$ cat src/rtl/apb_master.sv
// APB control/status register bank: decodes PADDR onto NUM_REGS registers,
// inserts WAIT_STATES PREADY-low cycles per access and returns registered PRDATA.
module apb_master #(
  parameter int DATA_WIDTH  = 8,
  parameter int ADDR_WIDTH  = 8,
  parameter int NUM_REGS    = 4,
  parameter int WAIT_STATES = 0
) (
  input  logic                  PCLK,
  input  logic                  PRESETn,
  input  logic                  PSEL,
  input  logic                  PENABLE,
  input  logic                  PWRITE,
  input  logic [ADDR_WIDTH-1:0] PADDR,
  input  logic [DATA_WIDTH-1:0] PWDATA,
  output logic [DATA_WIDTH-1:0] PRDATA,
  output logic                  PREADY
);

  localparam int IDX_W = (NUM_REGS > 1) ? $clog2(NUM_REGS) : 1;
  localparam logic [ADDR_WIDTH-1:0] NUM_REGS_A = ADDR_WIDTH'(NUM_REGS);
  localparam logic [3:0] WAIT_INIT = (WAIT_STATES == 0) ? 4'd0 : 4'(WAIT_STATES - 1);

  // Handshake: a transfer starts on the edge that samples PSEL=1/PENABLE=0 and
  // completes on the first edge that samples PSEL=1, PENABLE=1 and PREADY=1;
  // PSEL=0 during the access phase aborts it without any register side effect.
  // SETUP is the first access-phase cycle after the setup edge; ACCESS covers
  // any further wait cycles. Both behave identically towards the bus.
  typedef enum logic [1:0] {IDLE, SETUP, ACCESS} state_t;

  state_t                  state_q, state_d;
  logic [3:0]              cnt_q, cnt_d;
  logic                    ready_d;
  logic [DATA_WIDTH-1:0]   prdata_d;
  logic                    wr_q;
  logic [ADDR_WIDTH-1:0]   addr_q;
  logic [DATA_WIDTH-1:0]   wdata_q;
  logic [DATA_WIDTH-1:0]   regs [NUM_REGS];
  logic [DATA_WIDTH-1:0]   rd_val;
  logic                    setup_seen;
  logic                    in_xfer;
  logic                    xfer_done;
  logic                    xfer_abort;
  logic                    wr_en;

  assign setup_seen = (state_q == IDLE) && PSEL && !PENABLE;
  assign in_xfer    = (state_q != IDLE);
  assign xfer_done  = in_xfer && PSEL && PENABLE && PREADY;
  assign xfer_abort = in_xfer && !PSEL;

  always_comb begin
    rd_val = '0;
    if (PADDR < NUM_REGS_A) rd_val = regs[PADDR[IDX_W-1:0]];
  end

  // State register
  always_ff @(posedge PCLK) begin
    if (PRESETn) state_q <= IDLE;
    else         state_q <= state_d;
  end

  // Next-state logic
  always_comb begin
    state_d = state_q;
    case (state_q)
      IDLE: begin
        if (setup_seen) state_d = SETUP;
      end
      SETUP, ACCESS: begin
        if (xfer_abort || xfer_done) state_d = IDLE;
        else if (PENABLE)            state_d = ACCESS;
      end
      default: state_d = IDLE;
    endcase
  end

  // Output / datapath next values
  always_comb begin
    ready_d  = PREADY;
    cnt_d    = cnt_q;
    prdata_d = PRDATA;
    wr_en    = 1'b0;
    if (setup_seen) begin
      ready_d = (WAIT_STATES == 0);
      cnt_d   = WAIT_INIT;
      if (!PWRITE) prdata_d = rd_val;
    end else if (in_xfer) begin
      if (xfer_abort) begin
        ready_d = 1'b0;
      end else if (xfer_done) begin
        ready_d = 1'b0;
        wr_en   = wr_q && (addr_q < NUM_REGS_A);
      end else if (PENABLE && !PREADY) begin
        if (cnt_q == 4'd0) ready_d = 1'b1;
        else               cnt_d   = cnt_q - 4'd1;
      end
    end
  end

  // Datapath registers; reset wins over an in-flight write
  always_ff @(posedge PCLK) begin
    if (PRESETn) begin
      cnt_q   <= '0;
      PREADY  <= 1'b0;
      PRDATA  <= '0;
      wr_q    <= 1'b0;
      addr_q  <= '0;
      wdata_q <= '0;
      for (int i = 0; i < NUM_REGS; i++) regs[i] <= '0;
    end else begin
      cnt_q  <= cnt_d;
      PREADY <= ready_d;
      PRDATA <= prdata_d;
      if (setup_seen) begin
        wr_q    <= PWRITE;
        addr_q  <= PADDR;
        wdata_q <= PWDATA;
      end
      if (wr_en) regs[addr_q[IDX_W-1:0]] <= wdata_q;
    end
  end

endmodule

$ cat config.mk
export PLATFORM = sky130hd
export DESIGN_NAME = apb_master
export DESIGN_NICKNAME = d
export VERILOG_FILES = /design/src/rtl/apb_master.sv
export SDC_FILE = /design/constraint.sdc
export NUM_CORES = 1
export LEC_CHECK = 0
export ABC_AREA = 0
export CORE_MARGIN = 4
export CORE_UTILIZATION = 25
export CTS_BUF_LIST = sky130_fd_sc_hd__clkbuf_2 sky130_fd_sc_hd__clkbuf_4 sky130_fd_sc_hd__clkbuf_8
export DETAILED_ROUTE_END_ITERATION = 10
export PLACE_DENSITY = 0.53
export SLEW_MARGIN = 5
export SYNTH_ARGS = -nofsm -noshare
export SYNTH_HDL_FRONTEND = slang
export SYNTH_SLANG_ARGS = --single-unit
$ cat constraint.sdc
create_clock -name PCLK -period 2.3 [get_ports PCLK]
set_clock_uncertainty 0.05 [all_clocks]
set_input_delay 0.345 -clock PCLK [delete_from_list [all_inputs] [get_ports PCLK]]
set_output_delay 0.345 -clock PCLK [all_outputs]
set_load 0.01 [all_outputs]
==> reports/summary.txt <==
biggest area consumer among synthesized cells: edfxtp_1
Max Cap Viol: 0
Worst Hold Depth: 2
Worst setup SP type: flop
clock root cell: clkbuf_8
placed cell area: 3260 um^2
Post-synth EDFFs: 32
final non-filler cell total: 426
Avg Cell Area, Syn: 11.6 um^2
Hold EP: addr_q[3]
Final Slew Violations: 0
# setup viols final: 0
Worst R2R Setup Slack: 170 ps
IO Count: 30
Slew headroom: 0.472
Clk Latency, worst-skew pair: 340 ps
final wirelength: 5550 um
Die Footprint: 12,700 um^2
row count: 38
status: completed
post-route cell area: 3420 um^2
Die Ht: 113 um
FF+latch count, synth: 64
Synth Flop Type: edfxtp_1
Setup Buffers After CTS: 0
WS Path Type: reg2reg
async set-reset flop share out of synthesis: 0
count of warnings emitted by yosys: 0
Net count, final: 305
path depth of the worst reg2reg path: 6
htree depth: 3
DRT Pass-1 Iters: 4
cts hold-fix bufs: 0
Hold WC Path Type: reg2reg
vias per inst: 4.24
vias in the first global route: 1,834
post-CTS sizing: 0
CP arrival: 2100 ps
Final Critical Period: 2130 ps
Starting Density: 0.255
Netlist cell types: 39
slowest CP cell: dfxtp_1
Starting DRT DRC Count: 70
worst path cell trace: inv_1, ha_1, and4bb_1, and4b_1, and3b_1, or2_1
Min-Delay Startpoint: addr_q[3]
Hold Worst Slack: 406 ps
DR vias: 1,806
worst slew pin tran: 790 ps
Core Area: 10,800 um^2
sequential share of the synthesized area: 0.582
initial antenna violation count: 0
Worst EP required: 2270 ps
Post-Synthesis Cell Area: 2750 um^2
layout cells sized above 1: 0.143
Power Dens Cells: 653 nW/um^2
total CTS buffers: 9
first-pass GRT wire length: 9300 um
DP Cell Count: 410
reg2reg start: state_q[1]
slowest stage delay, CP: 350 ps
largest net degree at the start of global routing: 27
die width: 113 um
CTS clk-pin slew, worst paths: 70 ps
Achievable Freq: 469 MHz
TritonCTS Sinks: 64
R2R Path End: regs[2][0]
Longest Clk Path Bufs: 2
Final ANT Viol Nets: 0
proportion of netlist area held by the largest area contributor: 0.349
syn_nets: 262
Inserted Diodes: 0
Worst Path Max Fanout: 10
CTS tree: built
total power: 2.23 mW
P_leak: 1.23 nW
Port Buf Inserts: 29
detailed placement HPWL: 4080 um
CP Capture Type: flop
synthesized netlist cell count: 238
Max IR drop VDD: 279 uV
DRC viols: 0
part of the cycle the worst path needs: 0.927
Remaining Overflow, GRT: 0
Fin. Hold Viols: 0
Synth area leaders: edfxtp_1, dfxtp_1, and2_1, mux4_2, nand2_1
RSZ-0062 raised after global routing: false
GPL Wtd Cong: 0.714
WL/cell: 13.0 um
Total GRT Usage: 0.0961
# fillers: 1,116
setup TNS: 0 ps
P&R area growth vs syn: 24.3%
cells by family after synthesis:
family                     Yosys count  share of synthesized area
AOI/OAI and AO/OA                   32                     0.0728
xor gates and xnor gates             2                    0.00637
adders and majority gates            3                     0.0137
buffers and inverters               25                     0.0441
DFF                                 64                      0.582
muxes                                9                     0.0696
and+or+nand+nor                    103                      0.211
state kept, by name (all words and copies together) (netlist names):
register  flops
PRDATA        8
addr_q        8
regs         32
wr_q          1
state_q       2
cnt_q         4
PREADY        1
wdata_q       8
through the flow:
stage / utilization / setup WS, ps
2_1_floorplan: - / 156
4_1_cts: 0.317 / 157
5_1_grt: 0.317 / 10.6
3_5_place_dp: 0.302 / 48.1
6_report: 0.317 / 169
3_3_place_gp: 0.302 / 95.6
power breakdown:
| part | switching (mW) | internal [mW] |
|---|---|---|
| Sequential | 0.0248 | 1.23 |
| Clock | 0.425 | 0.378 |
| Combinational | 0.0819 | 0.0921 |
| Total | 0.532 | 1.70 |
cell usage in the layout, fill, tap and decap left out, types with 3 or more instances in the layout:
master | netlist | final
nor2_1 | 6 | 6
o2bb2ai_1 | 8 | 8
ha_1 | 3 | 3
nand3_1 | 3 | 3
inv_1 | 13 | 13
edfxtp_1 | 32 | 32
dfxtp_1 | 32 | 32
clkdlybuf4s50_1 | 0 | 29
buf_4 | 0 | 15
a21oi_1 | 18 | 18
clkinv_2 | 0 | 4
nand2_1 | 36 | 36
mux4_2 | 8 | 8
and2_1 | 34 | 34
clkbuf_8 | 0 | 9
or2_1 | 3 | 3
Yosys cell counts (all sizes together), types with 2 or more instances:
| master | n |
|---|---|
| a21oi | 18 |
| and2 | 34 |
| and3b | 2 |
| and4bb | 2 |
| buf | 8 |
| clkbuf | 4 |
| dfxtp | 32 |
| edfxtp | 32 |
| ha | 3 |
| inv | 13 |
| mux4 | 8 |
| nand2 | 36 |
| nand2b | 2 |
| nand3 | 3 |
| nand3b | 2 |
| nor2 | 6 |
| nor2b | 2 |
| nor3 | 2 |
| nor3b | 2 |
| nor4b | 2 |
| o21ai | 2 |
| o2bb2ai | 8 |
| or2 | 3 |
worst max-delay path: cells and delay by family, from the launching register on:
kind	cells	cell delay, ps
adders and majority gates	1	280
buffers and inverters	1	50
DFF	1	350
and+or+nand+nor	4	1070
how the worst max path moves through the flow:
stage	from	to	slack, ps
global route	state_q[1]	regs[2][1]	10
detailed placement	PSEL	regs[2][7]	50
global placement	PSEL	regs[2][0]	100
finish	state_q[1]	regs[2][0]	170
CTS	state_q[1]	regs[2][0]	160
floorplan	state_q[0]	regs[0][0]	160
final cells by class:
type | count | area, um^2 | area share
inverter | 13 | 48.8 | 0.0143
multi-input combinational | 149 | 1030 | 0.301
sequential | 64 | 1600 | 0.469
tap | 140 | 175 | 0.0512
clock buffer | 9 | 124 | 0.0362
clock inverter | 7 | 38.8 | 0.0113
timing repair buffer | 44 | 403 | 0.118
metal layers:
layer / up-vias / share of wire / track usage
met5: - / 0 / 0
met4: 0 / 0.018 / 0.0409
met3: 13 / 0.049 / 0.0385
met2: 29 / 0.44 / 0.141
met1: 847 / 0.49 / 0.126
li1: 917 / - / -
Note: power is estimated with default switching activity, not from simulation.
